[config.mk]
export PLATFORM = sky130hd
export DESIGN_NAME = lte_crc_check_flat
export DESIGN_NICKNAME = d
export VERILOG_FILES = /design/src/rtl/lte_crc_pkg.sv /design/src/rtl/lte_crc_check_if.sv /design/src/rtl/lte_crc_byte_upd.sv /design/src/rtl/lte_crc_check.sv /design/src/flat_wrapper.sv
export SDC_FILE = /design/constraint.sdc
export NUM_CORES = 1
export LEC_CHECK = 0
export BUFFER_PORTS_ARGS = -buffer_cell sky130_fd_sc_hd__buf_2
export CAP_MARGIN = 20
export CELL_PAD_IN_SITES_DETAIL_PLACEMENT = 0
export CELL_PAD_IN_SITES_GLOBAL_PLACEMENT = 1
export CORE_UTILIZATION = 43
export DETAILED_ROUTE_END_ITERATION = 10
export PLACE_DENSITY = 0.78
export REMOVE_ABC_BUFFERS = 1
export SYNTH_ARGS = -nofsm -noshare
export SYNTH_HDL_FRONTEND = slang
export SYNTH_HIERARCHICAL = 1
export SYNTH_SLANG_ARGS = --single-unit
[constraint.sdc]
create_clock -name clk -period 2.25 [get_ports clk]
set_clock_uncertainty 0.05 [all_clocks]
set_input_delay 0.675 -clock clk [delete_from_list [all_inputs] [get_ports clk]]
set_output_delay 0.675 -clock clk [all_outputs]
set_load 0.02 [all_outputs]
[src/rtl/lte_crc_pkg.sv]
// Shared LTE CRC definitions: selector codes, generator polynomials,
// CRC byte counts and check FSM states, used by attach and check sides.
package lte_crc_pkg;

  localparam int LEN_W = 14;
  localparam int DW    = 8;

  localparam logic [1:0] CRC_SEL_24A = 2'd0;
  localparam logic [1:0] CRC_SEL_24B = 2'd1;
  localparam logic [1:0] CRC_SEL_16  = 2'd2;
  localparam logic [1:0] CRC_SEL_8   = 2'd3;

  localparam logic [23:0] POLY_24A = 24'h864CFB;
  localparam logic [23:0] POLY_24B = 24'h800063;
  localparam logic [23:0] POLY_16  = 24'h001021;
  localparam logic [23:0] POLY_8   = 24'h00009B;

  typedef enum logic [1:0] {
    S_IDLE = 2'd0,
    S_PAY  = 2'd1,
    S_CRC  = 2'd2,
    S_DONE = 2'd3
  } state_t;

  function automatic logic [1:0] crc_bytes(
    input logic [1:0] sel
  );
    case (sel)
      CRC_SEL_24A: crc_bytes = 2'd3;
      CRC_SEL_24B: crc_bytes = 2'd3;
      CRC_SEL_16:  crc_bytes = 2'd2;
      default:     crc_bytes = 2'd1;
    endcase
  endfunction

  function automatic logic [23:0] poly_of(
    input logic [1:0] sel
  );
    case (sel)
      CRC_SEL_24A: poly_of = POLY_24A;
      CRC_SEL_24B: poly_of = POLY_24B;
      CRC_SEL_16:  poly_of = POLY_16;
      default:     poly_of = POLY_8;
    endcase
  endfunction

  function automatic logic [23:0] msb_of(
    input logic [1:0] sel
  );
    case (sel)
      CRC_SEL_24A: msb_of = 24'h800000;
      CRC_SEL_24B: msb_of = 24'h800000;
      CRC_SEL_16:  msb_of = 24'h008000;
      default:     msb_of = 24'h000080;
    endcase
  endfunction

  function automatic logic [23:0] mask_of(
    input logic [1:0] sel
  );
    case (sel)
      CRC_SEL_24A: mask_of = 24'hFFFFFF;
      CRC_SEL_24B: mask_of = 24'hFFFFFF;
      CRC_SEL_16:  mask_of = 24'h00FFFF;
      default:     mask_of = 24'h0000FF;
    endcase
  endfunction

endpackage

[src/rtl/lte_crc_check_if.sv]
// Control, byte-stream and status bundle of the CRC check block.
// slave is the checker's view, master the source/sink side.
interface lte_crc_check_if;
  import lte_crc_pkg::*;

  logic             start;
  logic [1:0]       crc_sel;
  logic [LEN_W-1:0] blk_len;
  logic             i_vld;
  logic [DW-1:0]    i_data;
  logic             i_rdy;
  logic             o_vld;
  logic [DW-1:0]    o_data;
  logic             o_last;
  logic             o_rdy;
  logic             done;
  logic             crc_ok;
  logic             len_err;

  modport master (
    output start, crc_sel, blk_len,
    output i_vld, i_data, o_rdy,
    input  i_rdy, o_vld, o_data,
    input  o_last, done, crc_ok,
    input  len_err
  );

  modport slave (
    input  start, crc_sel, blk_len,
    input  i_vld, i_data, o_rdy,
    output i_rdy, o_vld, o_data,
    output o_last, done, crc_ok,
    output len_err
  );

endinterface

[src/rtl/lte_crc_byte_upd.sv]
// One byte of CRC update, MSB first, for any of the four LTE CRCs.
// Narrow CRCs live in the low bits; upper bits are forced to zero.
module lte_crc_byte_upd
  import lte_crc_pkg::*;
(
  input  logic [23:0]   crc_in,
  input  logic [DW-1:0] din,
  input  logic [1:0]    sel,
  output logic [23:0]   crc_out
);

  logic [23:0] c;
  logic [23:0] poly;
  logic [23:0] msb;
  logic [23:0] mask;
  logic        fb;

  // eight unrolled LFSR steps
  always_comb begin
    poly = poly_of(sel);
    msb  = msb_of(sel);
    mask = mask_of(sel);
    c    = crc_in & mask;
    fb   = 1'b0;
    for (int i = DW - 1; i >= 0; i--) begin
      fb = din[i] ^ (|(c & msb));
      c  = (c << 1) & mask;
      if (fb) c = c ^ poly;
    end
    crc_out = c;
  end

endmodule

[src/rtl/lte_crc_check.sv]
// Receive-side LTE CRC check: forwards payload bytes, strips
// the CRC bytes and reports whether the block remainder is zero.
module lte_crc_check
  import lte_crc_pkg::*;
(
  input  logic            clk,
  input  logic            ext_asy_rst,
  lte_crc_check_if.slave  bus
);

  logic             rst_s1_q;
  logic             rst_s2_q;
  logic             asy_rst;

  state_t           state_q, state_d;
  logic [1:0]       sel_q, sel_d;
  logic [LEN_W-1:0] pay_len_q, pay_len_d;
  logic [LEN_W-1:0] cnt_q, cnt_d;
  logic [23:0]      crc_q, crc_d;
  logic [23:0]      crc_nxt;
  logic             o_vld_q, o_vld_d;
  logic [DW-1:0]    o_data_q, o_data_d;
  logic             o_last_q, o_last_d;
  logic             crc_ok_q, crc_ok_d;
  logic             len_err_q, len_err_d;

  logic [LEN_W-1:0] start_cb;
  logic [LEN_W-1:0] sel_cb;
  logic             len_bad;
  logic             i_rdy;
  logic             in_fire;
  logic             pay_last;
  logic             crc_last;
  logic             crc_zero;

  // async assert, sync release of the internal reset
  always_ff @(posedge clk or posedge ext_asy_rst) begin
    if (ext_asy_rst) begin
      rst_s1_q <= 1'b1;
      rst_s2_q <= 1'b1;
    end else begin
      rst_s1_q <= 1'b0;
      rst_s2_q <= rst_s1_q;
    end
  end

  assign asy_rst  = rst_s2_q;
  assign start_cb = LEN_W'(crc_bytes(bus.crc_sel));
  assign sel_cb   = LEN_W'(crc_bytes(sel_q));
  assign len_bad  = bus.blk_len <= start_cb;
  assign in_fire  = bus.i_vld & i_rdy;
  assign pay_last = cnt_q == pay_len_q - LEN_W'(1);
  assign crc_last = cnt_q == sel_cb - LEN_W'(1);
  assign crc_zero = crc_q == 24'd0;

  lte_crc_byte_upd u_upd (
    .crc_in  (crc_q),
    .din     (bus.i_data),
    .sel     (sel_q),
    .crc_out (crc_nxt)
  );

  // state and datapath registers
  always_ff @(posedge clk or posedge asy_rst) begin
    if (asy_rst) begin
      state_q   <= S_IDLE;
      sel_q     <= 2'd0;
      pay_len_q <= '0;
      cnt_q     <= '0;
      crc_q     <= 24'd0;
      o_vld_q   <= 1'b0;
      o_data_q  <= '0;
      o_last_q  <= 1'b0;
      crc_ok_q  <= 1'b0;
      len_err_q <= 1'b0;
    end else begin
      state_q   <= state_d;
      sel_q     <= sel_d;
      pay_len_q <= pay_len_d;
      cnt_q     <= cnt_d;
      crc_q     <= crc_d;
      o_vld_q   <= o_vld_d;
      o_data_q  <= o_data_d;
      o_last_q  <= o_last_d;
      crc_ok_q  <= crc_ok_d;
      len_err_q <= len_err_d;
    end
  end

  // block sequencing: header, payload, CRC bytes, verdict
  always_comb begin
    state_d = state_q;
    unique case (state_q)
      S_IDLE: if (bus.start && !len_bad) state_d = S_PAY;
      S_PAY:  if (in_fire && pay_last) state_d = S_CRC;
      S_CRC:  if (in_fire && crc_last) state_d = S_DONE;
      S_DONE: state_d = S_IDLE;
      default: state_d = S_IDLE;
    endcase
  end

  // counters, CRC register and output holding register
  always_comb begin
    sel_d     = sel_q;
    pay_len_d = pay_len_q;
    cnt_d     = cnt_q;
    crc_d     = crc_q;
    o_vld_d   = o_vld_q;
    o_data_d  = o_data_q;
    o_last_d  = o_last_q;
    crc_ok_d  = crc_ok_q;
    len_err_d = 1'b0;
    if (state_q == S_IDLE && bus.start) begin
      if (len_bad) begin
        len_err_d = 1'b1;
      end else begin
        sel_d     = bus.crc_sel;
        pay_len_d = bus.blk_len - start_cb;
        cnt_d     = '0;
        crc_d     = 24'd0;
      end
    end
    if (in_fire) begin
      crc_d = crc_nxt;
      if (state_q == S_PAY) begin
        cnt_d = pay_last ? '0 : cnt_q + LEN_W'(1);
      end else begin
        cnt_d = crc_last ? '0 : cnt_q + LEN_W'(1);
      end
    end
    if (in_fire && state_q == S_PAY) begin
      o_vld_d  = 1'b1;
      o_data_d = bus.i_data;
      o_last_d = pay_last;
    end else if (bus.o_rdy) begin
      o_vld_d  = 1'b0;
      o_last_d = 1'b0;
    end
    if (state_q == S_DONE) crc_ok_d = crc_zero;
  end

  // handshake and status outputs
  always_comb begin
    i_rdy = 1'b0;
    unique case (state_q)
      S_PAY:   i_rdy = !o_vld_q || bus.o_rdy;
      S_CRC:   i_rdy = 1'b1;
      default: i_rdy = 1'b0;
    endcase
    bus.i_rdy   = i_rdy;
    bus.o_vld   = o_vld_q;
    bus.o_data  = o_data_q;
    bus.o_last  = o_last_q;
    bus.done    = state_q == S_DONE;
    bus.crc_ok  = (state_q == S_DONE) ? crc_zero : crc_ok_q;
    bus.len_err = len_err_q;
  end

endmodule

[src/flat_wrapper.sv]
// flat-port wrapper written by rule: the top's interface ports become plain ports
module lte_crc_check_flat import lte_crc_pkg::*;
  (clk, ext_asy_rst, bus_start, bus_crc_sel, bus_blk_len, bus_i_vld, bus_i_data, bus_o_rdy, bus_i_rdy, bus_o_vld, bus_o_data, bus_o_last, bus_done, bus_crc_ok, bus_len_err);
  lte_crc_check_if bus_i ();
  input  logic clk;
  input  logic ext_asy_rst;
  input wire logic [$bits(bus_i.start)-1:0] bus_start;
  input wire logic [$bits(bus_i.crc_sel)-1:0] bus_crc_sel;
  input wire logic [$bits(bus_i.blk_len)-1:0] bus_blk_len;
  input wire logic [$bits(bus_i.i_vld)-1:0] bus_i_vld;
  input wire logic [$bits(bus_i.i_data)-1:0] bus_i_data;
  input wire logic [$bits(bus_i.o_rdy)-1:0] bus_o_rdy;
  output wire logic [$bits(bus_i.i_rdy)-1:0] bus_i_rdy;
  output wire logic [$bits(bus_i.o_vld)-1:0] bus_o_vld;
  output wire logic [$bits(bus_i.o_data)-1:0] bus_o_data;
  output wire logic [$bits(bus_i.o_last)-1:0] bus_o_last;
  output wire logic [$bits(bus_i.done)-1:0] bus_done;
  output wire logic [$bits(bus_i.crc_ok)-1:0] bus_crc_ok;
  output wire logic [$bits(bus_i.len_err)-1:0] bus_len_err;
  assign bus_i.start = bus_start;
  assign bus_i.crc_sel = bus_crc_sel;
  assign bus_i.blk_len = bus_blk_len;
  assign bus_i.i_vld = bus_i_vld;
  assign bus_i.i_data = bus_i_data;
  assign bus_i.o_rdy = bus_o_rdy;
  assign bus_i_rdy = bus_i.i_rdy;
  assign bus_o_vld = bus_i.o_vld;
  assign bus_o_data = bus_i.o_data;
  assign bus_o_last = bus_i.o_last;
  assign bus_done = bus_i.done;
  assign bus_crc_ok = bus_i.crc_ok;
  assign bus_len_err = bus_i.len_err;
  lte_crc_check u_core (.clk(clk), .ext_asy_rst(ext_asy_rst), .bus(bus_i));
endmodule
* Word level (Yosys, flattened, before mapping) *
Cells that the tools add are included.

operators by class
  $mul = 0
  equality and inequality tests = 13
  divide/modulo/power cells = 0
  $add $sub $neg = 4
  order comparisons = 1
  shift-type cells = 0
  muxes and demuxes = 33
  reduce and logical (&&, ||, !) cells = 27
  bitwise gates (word level) = 35

operator list
  operator                 number
  $and A24 B24 Y24         17
  $mux W24                 11
  $reduce_or A24 Y1        8
  $xor A24 B24 Y24         8
  $pmux W24 S2             2
  $mux W14                 6
  $pmux W24 S3             1
  $eq A14 B14 Y1           2
  $logic_not A24 Y1        1
  $add A14 B1 Y14 const B  1
  $le A14 B2 Y1            1
  $sub A14 B1 Y14 const B  1
  $sub A14 B2 Y14          1
  $eq A2 B2 Y1 const B     4
  $pmux W2 S2              2
  $pmux W2 S4              1
  $xor A1 B1 Y1            8
  $eq A2 B1 Y1 const B     3
  $logic_not A2 Y1         3
  $mux W1                  6
  $mux W2                  3
  $ne A2 B1 Y1 const B     3
  $logic_and A1 B1 Y1      5
  $reduce_and A2 Y1        2
  10 further kinds         13

word-level totals
  logic and storage cells = 125
  bits in writable memories = 0
  memory bits (read-only) = 0
  latch bits = 0
  flip-flop bits (word level) = 70
  memories kept = 0
  input port bits = 29

* Longest topological paths before layout *
Gate-level depths: netlist of run 1.

  word-level depth = 37
  depth in mapped cells = 25

* Hierarchy *
The synthesis of run 1 kept the hierarchy.

by module, submodules not included
  module            cells an instance  area each (µm²)  seq. area each (µm²)  times used
  lte_crc_check     437                4058.9           1754.2                1
  lte_crc_byte_upd  536                3611.0           0.0                   1

* Least setup slack after synthesis of run 1 *
OpenSTA, ideal clock, no wires.

  kind = flip-flop to flip-flop
  start = register u_core.sel_q[0]
  end = register u_core.crc_q[10]
  data arrival time = 6.151 ns
  cell stages (with the launch flop) = 25
  data required time = 2.083 ns
  buffers on the path = 2
  path slack = -4.068 ns
  setup time = 0.117 ns
  cells stage by stage = dfrtp_1 -> inv_1 -> ha_1 -> and3b_1 -> buf_6 -> or3_1 -> a31oi_1 -> a211oi_1 -> a41oi_1 -> o211ai_2 -> xnor2_1 -> a211oi_1 -> o221ai_1 -> o31ai_2 -> a211oi_1 -> or4b_4 -> nor3_2 -> mux2i_1 -> mux2_4 -> a311oi_4 -> buf_4 -> nand2_1 -> xor2_1 -> nand2_1 -> nand2_1

between the ends
  longest elaborated chain between the ends = 37

ends and longest elaborated chain
  what                                                     RTL line                                                 RTL
  start, declared                                          lte_crc_check.sv:16                                      logic [1:0] sel_q, sel_d;
  start signal, assigned                                   lte_crc_check.sv:78                                      sel_q <= sel_d;
  $eq A2 B1 Y1 / $logic_not A2 Y1 (equally long branches)  lte_crc_pkg.sv:39, lte_crc_pkg.sv:50, lte_crc_pkg.sv:61
  $reduce_or A2 Y1 (no source line)                        n/a
  $pmux W24 S2                                             lte_crc_pkg.sv:61                                        case (sel)
  $and A24 B24 Y24                                         lte_crc_byte_upd.sv:23                                   c = crc_in & mask;
  $and A24 B24 Y24                                         lte_crc_byte_upd.sv:26                                   fb = din[i] ^ (|(c & msb));
  $reduce_or A24 Y1                                        lte_crc_byte_upd.sv:26
  $xor A1 B1 Y1                                            lte_crc_byte_upd.sv:26
  $mux W24                                                 lte_crc_byte_upd.sv:28                                   if (fb) c = c ^ poly;
  (+23 left out)                                           n/a
  $mux W24                                                 lte_crc_byte_upd.sv:28
  $and A24 B24 Y24 (*)                                     lte_crc_byte_upd.sv:26
  $reduce_or A24 Y1 (*)                                    lte_crc_byte_upd.sv:26
  $xor A1 B1 Y1 (*)                                        lte_crc_byte_upd.sv:26
  net u_core.u_upd.fb                                      lte_crc_byte_upd.sv:16                                   logic fb;
  $mux W24 (*)                                             lte_crc_byte_upd.sv:28
  net u_core.crc_nxt[10]                                   lte_crc_check.sv:20                                      logic [23:0] crc_nxt;
  $mux W24 (*)                                             lte_crc_check.sv:123                                     if (in_fire) begin
  end signal, assigned                                     lte_crc_check.sv:81                                      crc_q <= crc_d;
  end, declared                                            lte_crc_check.sv:19                                      logic [23:0] crc_q, crc_d;

Mark *: on every way through the listed nets, which the timed path passes. The rest lies on a longest branch.
A chain may end at the register's enable or synchronous reset.

* Worst setup path in the final report of run 1 *
  start = register u_core.sel_q[1]
  end = register u_core.crc_q[11]

between the ends
  longest elaborated chain between the ends = 37

ends and longest elaborated chain
  what                                                     RTL line
  $eq A2 B1 Y1 / $logic_not A2 Y1 (equally long branches)  lte_crc_pkg.sv:39, lte_crc_pkg.sv:50, lte_crc_pkg.sv:61
  $reduce_or A2 Y1 (no source line)                        n/a
  $pmux W24 S2                                             lte_crc_pkg.sv:61
  $and A24 B24 Y24                                         lte_crc_byte_upd.sv:23
  $and A24 B24 Y24                                         lte_crc_byte_upd.sv:26
  $reduce_or A24 Y1                                        lte_crc_byte_upd.sv:26
  $xor A1 B1 Y1                                            lte_crc_byte_upd.sv:26
  $mux W24                                                 lte_crc_byte_upd.sv:28
  (+22 left out)                                           n/a
  $xor A1 B1 Y1                                            lte_crc_byte_upd.sv:26
  $mux W24                                                 lte_crc_byte_upd.sv:28
  $and A24 B24 Y24                                         lte_crc_byte_upd.sv:26
  $reduce_or A24 Y1                                        lte_crc_byte_upd.sv:26
  $xor A1 B1 Y1                                            lte_crc_byte_upd.sv:26
  $mux W24 (*)                                             lte_crc_byte_upd.sv:28
  net u_core.crc_nxt[11]                                   lte_crc_check.sv:20
  $mux W24 (*)                                             lte_crc_check.sv:123

Marked as above.

==> results of run 1 <==
-- routing by layer --
metal  vias to the layer above  global-route usage  share of wire
met5                         -                   0              0
met1                      4513               0.447           0.43
met3                        80              0.0501          0.075
li1                       4241                   -              -
met4                         0              0.0743          0.027
met2                       442               0.501           0.47
-- power by group through the flow --
stage	clock [mW]	combinational [mW]	sequential (mW)
global route	1.57	23.2	1.95
global placement	0	15.9	1.92
CTS	1.53	19.6	1.90
finish	1.51	21.9	1.93
detailed placement	0	16.1	1.92
floorplan	0	9.99	1.92
-- cell type report --
| class | count | area (sq um) |
|---|---|---|
| inverter | 31 | 129 |
| clock buffer | 13 | 260 |
| clock inverter | 3 | 43.8 |
| tap | 225 | 282 |
| fill | 1240 | 4790 |
| timing repair buffer | 390 | 3220 |
| multi-input combinational | 812 | 6870 |
| sequential | 70 | 1760 |
-- through the flow --
stage / utilization / worst slack, ns / total power, mW / instances / hold slack [ns]
floorplan: - / -5.26 / 11.9 / 913 / 0.295
global placement: 0.581 / -4.21 / 17.8 / 1461 / 0.0707
detailed placement: 0.581 / -4.29 / 18.0 / 1461 / 0.0718
CTS: 0.678 / -4.00 / 23.0 / 1526 / 0.0795
global route: 0.724 / -4.38 / 26.7 / 1544 / 0.0937
finish: 0.724 / -4.18 / 25.4 / 1544 / 0.0752
-- state kept, by name, summed over array words and instances (netlist names) --
register / flops
u_core/asy_rst: 1
u_core/bus.len_err: 1
u_core/bus.o_data: 8
u_core/bus.o_last: 1
u_core/bus.o_vld: 1
u_core/cnt_q: 14
u_core/crc_ok_q: 1
u_core/crc_q: 24
u_core/pay_len_q: 14
u_core/rst_s1_q: 1
u_core/sel_q: 2
u_core/state_q: 2
-- how the worst max path moves through the flow --
stage,to,slack [ns],cells past startpoint
after global placement,u_core/crc_q[4]$_DFFE_PP0P_,-4.21,27
final,u_core/crc_q[11]$_DFFE_PP0P_,-4.18,30
after global routing,u_core/crc_q[11]$_DFFE_PP0P_,-4.38,32
after detailed placement,u_core/crc_q[4]$_DFFE_PP0P_,-4.29,23
after CTS,u_core/crc_q[23]$_DFFE_PP0P_,-4.00,23
after floorplan,u_core/crc_q[23]$_DFFE_PP0P_,-5.26,21
-- kinds of logic (layout without fill, tap and decap cells) --
kind of cell,count (synthesis),after routing,share of synthesized area
buffers and inverters,91,437,0.0496
DFF,70,70,0.229
adders and majority gates,16,16,0.0271
muxes,30,30,0.0445
other,1,1,0.000489
xor gates and xnor gates,116,116,0.147
AOI/OAI and AO/OA,198,198,0.200
and+or+nand+nor,451,451,0.303
-- timing repair --
action	4_1_cts	5_1_grt
gates resized for setup	201	138
gates cloned	3	8
pin swaps	82	60
endpoints found under the hold margin	0	0
setup endpoints to repair	57	58
setup buffers	51	18
-- placed cells by master, fill, tap and decap left out, types with 9 or more instances in the layout --
master     count
buf_2         40
and3_1        11
nor3_2        10
nand2_1      114
nor2_1        70
or3_1          9
ha_4          10
nand2_2       10
o21ai_2        9
nand4_1       14
inv_1         20
o21ai_1       14
nor2b_1       10
o21ai_0       10
clkbuf_16     15
a31oi_1        9
xor2_1        30
buf_6         44
nor4_1        16
a21oi_2       10
dfrtp_1       64
xnor2_2       13
nor4_2         9
buf_4        289
nand3_1       54
a21o_1         9
xnor2_1       63
nand2_4        9
mux2_2        11
a21oi_1       16
nor3_1        21
==> reports/results.ini, run 1 <==
[finish]
layout-drive-gt1-share = 0.483
area_growth_pct = 63.8
stdcell_area_sq_um = 12600
diodes = 0
nets = 1359

[worst_setup_path]
cp-startpoint = u_core/sel_q[1]$_DFFE_PP0P_
crit_top_cell = buf_6
crit_type = register to register
worst_path_largest_cell_delay_ns = 0.47
cp_slowest_cell = dfrtp_2
crit_path_max_fanout = 6
reg2reg_depth = 30
rr_endpoint = u_core/crc_q[11]$_DFFE_PP0P_
r2r-start = u_core/sel_q[1]$_DFFE_PP0P_
critical_path.startpoint_type = register
cp_num_buf_inv = 9
cp-end-kind = register
required_ns = 2.43
cp_top_family = compound AO/OA/AOI/OAI gates
worstPathArrival_ns = 6.61
rrSetupSlack_ns = -4.18

[timing]
max_slew_margin = 0.545
max_freq_mhz = 156
fin_crit_sh = 2.86
rsz0062_at_grt = true
finalHoldViolCount = 0
finalSetupViolCount = 56
tightest_slew_ns = 0.679
finalCriticalPeriod_ns = 6.43
slew_violations = 0
fin_tns_setup_ns = -98.50
setup_slack_ns = -4.18

[routing]
avgRoutedWirePerCell_um = 19.9
drc_errors = 0
routed_wirelength_mm = 30.7
ant_nets = 0
drt_iter0_drc = 880
drt_pass1_iterations = 6
vias = 9276
drt-vias-per-instance = 6.01

[logic_synthesis]
yosys-top-cells-area = dfrtp_1, xnor2_1, nand2_1
synthDominantCellAreaShare = 0.222
synth_common_cells = nand2_1, nor2_1, xnor2_1, dfrtp_1, nand3_1
yosysSeqAreaShare = 0.229
yosys_warnings = 6
synth_area_leader_cell = dfrtp_1
synthArstFlopShare = 1.00
synth_top_flop_cell = dfrtp_1
synth.distinct_cells = 100
post-synth-top-count-cell = nand2_1
synthesis.area_sq_um = 7670
syn-instance-count = 973
syn_area_per_cell_sq_um = 7.88
synth_edf_count = 0
synth_seq_cells = 70

[floorplan]
dieArea_sq_um = 18400
rows = 48
fp.dieW_um = 136
initial_core_util = 0.442
core_area_sq_um = 17400
pin_count = 43
die_height_um = 136

[global_route]
grt_max_degree = 66
antenna_found_initial = 0
overflow = 0
grt_pass1_wl_mm = 45.2
grt_pass1_vias = 8564
grt_usage = 0.316

[clocking]
cts_buffers = 9
cts_tree = done
cts_sinks = 70
clk_pin_slew_worst_paths_ns = 0.06
clk_latency_ns = 0.35
cts_hold_buffers = 0
clock_path_buffers = 2
htreeDepth = 3
clockRootBuffer = clkbuf_16

[placed_design]
routabilityCongestion = 0.943
place_area_sq_um = 10100
dp_hpwl_mm = 19.8
io_buffers = 42

[outcome]
status = complete, but fails checks
violations = negative setup slack

[job]
drv_cap = 0

[pwr]
switching_power_mw = 11.3
internal_power_mw = 14.1
p_comb_frac = 0.864
clockPowerShare = 0.060
netSwitchingFraction = 0.445
power_frac_seq = 0.076
power.density_nw_per_um2 = 2020
leakagePower_nw = 5.66
peakVddDrop_mv = 1.72

[min_path]
hold_class = register to async pin

No activity file was read; power rests on OpenSTA's default activity.
==> inputs of run 2 (changes only) <==
--- a/config.mk
+++ b/config.mk
@@ -13,6 +13,7 @@
 export DETAILED_ROUTE_END_ITERATION = 10
 export PLACE_DENSITY = 0.78
 export REMOVE_ABC_BUFFERS = 1
+export SETUP_SLACK_MARGIN = 0.02
 export SYNTH_ARGS = -nofsm -noshare
 export SYNTH_HDL_FRONTEND = slang
 export SYNTH_HIERARCHICAL = 1
==> run 2 against run 1 <==
Against the previous run:
- the run still ends with negative setup slack left
- flip-flop and latch count did not move
- cell area decreased by 1.4%
- via count fell by 1.9%
- global-route usage rose by 0.20 points
- sequential power hardly changed
- critical path type unchanged
- largest power group unchanged
==> reports/results.ini, run 2 (same netlist as run 1, synthesis figures left out) <==
[routing]
drt-vias-per-instance = 5.90  ; -1.8%
avgRoutedWirePerCell_um = 19.4  ; -2.7%
drt_iter0_drc = 781  ; -11%
drc_errors = 0  ; unchanged
vias = 9101  ; -1.9%
drt_pass1_iterations = 5  ; -1
ant_nets = 0  ; unchanged
routed_wirelength_mm = 29.9  ; -2.9%

[worst_setup_path]
worst_path_largest_cell_delay_ns = 0.48  ; about the same
crit_path_max_fanout = 6  ; unchanged
required_ns = 2.43  ; about the same
cp_slowest_cell = dfrtp_2
crit_top_cell = buf_6
worstPathArrival_ns = 6.59  ; -0.02 ns
crit_type = register to register
cp-end-kind = register
critical_path.startpoint_type = register

[finish]
area_growth_pct = 61.5
final_common_cell = buf_4
layout-drive-gt1-share = 0.468  ; -0.0152
stdcell_area_sq_um = 12400  ; -1.4%
nets = 1357  ; -0.15%
layout_common_cells = buf_4, nand2_1, nor2_1, dfrtp_1, xnor2_1
top_register = u_core/crc_q
largest_register_ffs = 24  ; unchanged
final_util = 0.714  ; -0.0100
reg.largest.list = u_core/crc_q x24, u_core/cnt_q x14, u_core/pay_len_q x14
diodes = 0  ; unchanged

[clocking]
clk_latency_ns = 0.35  ; about the same
cts_buffers = 9  ; unchanged
cts_sinks = 70  ; unchanged
clockRootBuffer = clkbuf_16
clk_pin_slew_worst_paths_ns = 0.06  ; about the same
cts_tree = done
clock_path_buffers = 2  ; unchanged
htreeDepth = 3  ; unchanged
cts_hold_buffers = 0  ; unchanged

[outcome]
violations = negative setup slack
status = complete, but fails checks

[timing]
tightest_slew_ns = 0.697  ; +0.0180 ns
max_freq_mhz = 156  ; +0.28%
finalSetupViolCount = 42  ; -25%
fin_crit_sh = 2.85  ; -0.00797
rsz0062_at_grt = true
finalCriticalPeriod_ns = 6.41  ; -0.0179 ns
finalHoldViolCount = 0  ; unchanged
max_slew_margin = 0.533  ; -0.0120
slew_violations = 0  ; unchanged
setup_slack_ns = -4.16  ; +0.0179 ns
timing.hold.ws_ns = 0.0752  ; -0.0000190 ns

[floorplan]
fp.dieW_um = 136  ; unchanged
dieArea_sq_um = 18400  ; unchanged
pin_count = 43  ; unchanged
initial_core_util = 0.442  ; unchanged
core_area_sq_um = 17400  ; unchanged
die_height_um = 136  ; unchanged
rows = 48  ; unchanged

[pwr]
leakagePower_nw = 5.60  ; -1.0%
peakVddDrop_mv = 1.72  ; about the same
power.density_nw_per_um2 = 2030  ; +0.55%

[job]
drv_cap = 0  ; unchanged

[placed_design]
routabilityCongestion = 0.943  ; unchanged
io_buffers = 42  ; unchanged
dp_hpwl_mm = 19.8  ; unchanged
place_area_sq_um = 10100  ; unchanged

[min_path]
hold_class = register to async pin

[global_route]
grt_pass1_vias = 8608  ; +0.51%
overflow = 0  ; unchanged
grt_pass1_wl_mm = 45.5  ; +0.64%
grt_usage = 0.318  ; +0.00201
grt_max_degree = 66  ; unchanged
antenna_found_initial = 0  ; unchanged

run 2: cell count changes in the layout (fill, tap and decap cells not counted), sizes merged:
cell,previous run,this run
buf,384,385
clkbuf,19,16
run 2: power by group:
group | switching [mW] | internal [mW]
sequential | 0.342 | 1.59
clock | 0.591 | 0.921
combinational | 10.2 | 11.6
run 2: layer usage:
metal	part of all wire	GRT usage	up-vias	wire length, um
met1	0.44	0.447	4421	13100
met4	0.018	0.0774	0	528
li1	-	-	4230	-
met5	0	0	-	0
met3	0.076	0.0498	48	2280
met2	0.47	0.506	402	14000
run 2: cell type report:
cell class,instances,area [sq um]
multi-input cells,812,6780
clock buffers,13,260
flip-flops and latches,70,1760
fillers,1275,4970
well taps,225,282
clock inverters,3,43.8
inverters,31,134
repair buffers,388,3130
run 2: path summary, 6_finish.rpt:
check | startpoint | end | slack (ns) | cells past startpoint
setup / recovery | u_core/sel_q[1]$_DFFE_PP0P_ | u_core/crc_q[11]$_DFFE_PP0P_ | -4.16 | 30
hold / removal | u_core/asy_rst$_DFF_PP1_ | u_core/bus.o_data[5]$_DFFE_PP0P_ | 0.08 | 1
setup reg to reg | u_core/sel_q[1]$_DFFE_PP0P_ | u_core/crc_q[11]$_DFFE_PP0P_ | -4.16 | 30
hold reg to reg | u_core/asy_rst$_DFF_PP1_ | u_core/bus.o_data[5]$_DFFE_PP0P_ | 0.08 | 1
max in group asynchronous | u_core/asy_rst$_DFF_PP1_ | u_core/pay_len_q[2]$_DFFE_PP0P_ | 1.47 | 2
min in group clk | u_core/rst_s1_q$_DFF_PP1_ | u_core/asy_rst$_DFF_PP1_ | 0.31 | 0
run 2: worst max-delay path: cells and delay by family, from the launching register on:
family / cells / cell delay [ns]
xor gates and xnor gates: 1 / 0.26
AOI/OAI and AO/OA: 9 / 1.99
and+or+nand+nor: 10 / 1.92
adders and majority gates: 1 / 0.21
buffers and inverters: 9 / 1.37
DFF: 1 / 0.48
run 2: repair_timing:
action                     4_1_cts  5_1_grt
pin swaps                       84       53
buffers inserted                53       18
cloned                           3        4
resized for setup              207       97
setup endpoints to repair       58       59
run 2: through the flow:
step	instances	setup slack [ns]	total power [mW]	TNS, ns
after floorplan	913	-5.26	11.9	-144.58
after global placement	1461	-4.21	17.8	-102.46
after detailed placement	1461	-4.29	18.0	-104.71
after CTS	1528	-4.00	23.0	-92.98
after global routing	1542	-4.37	26.5	-104.22
final	1542	-4.16	25.2	-98.45
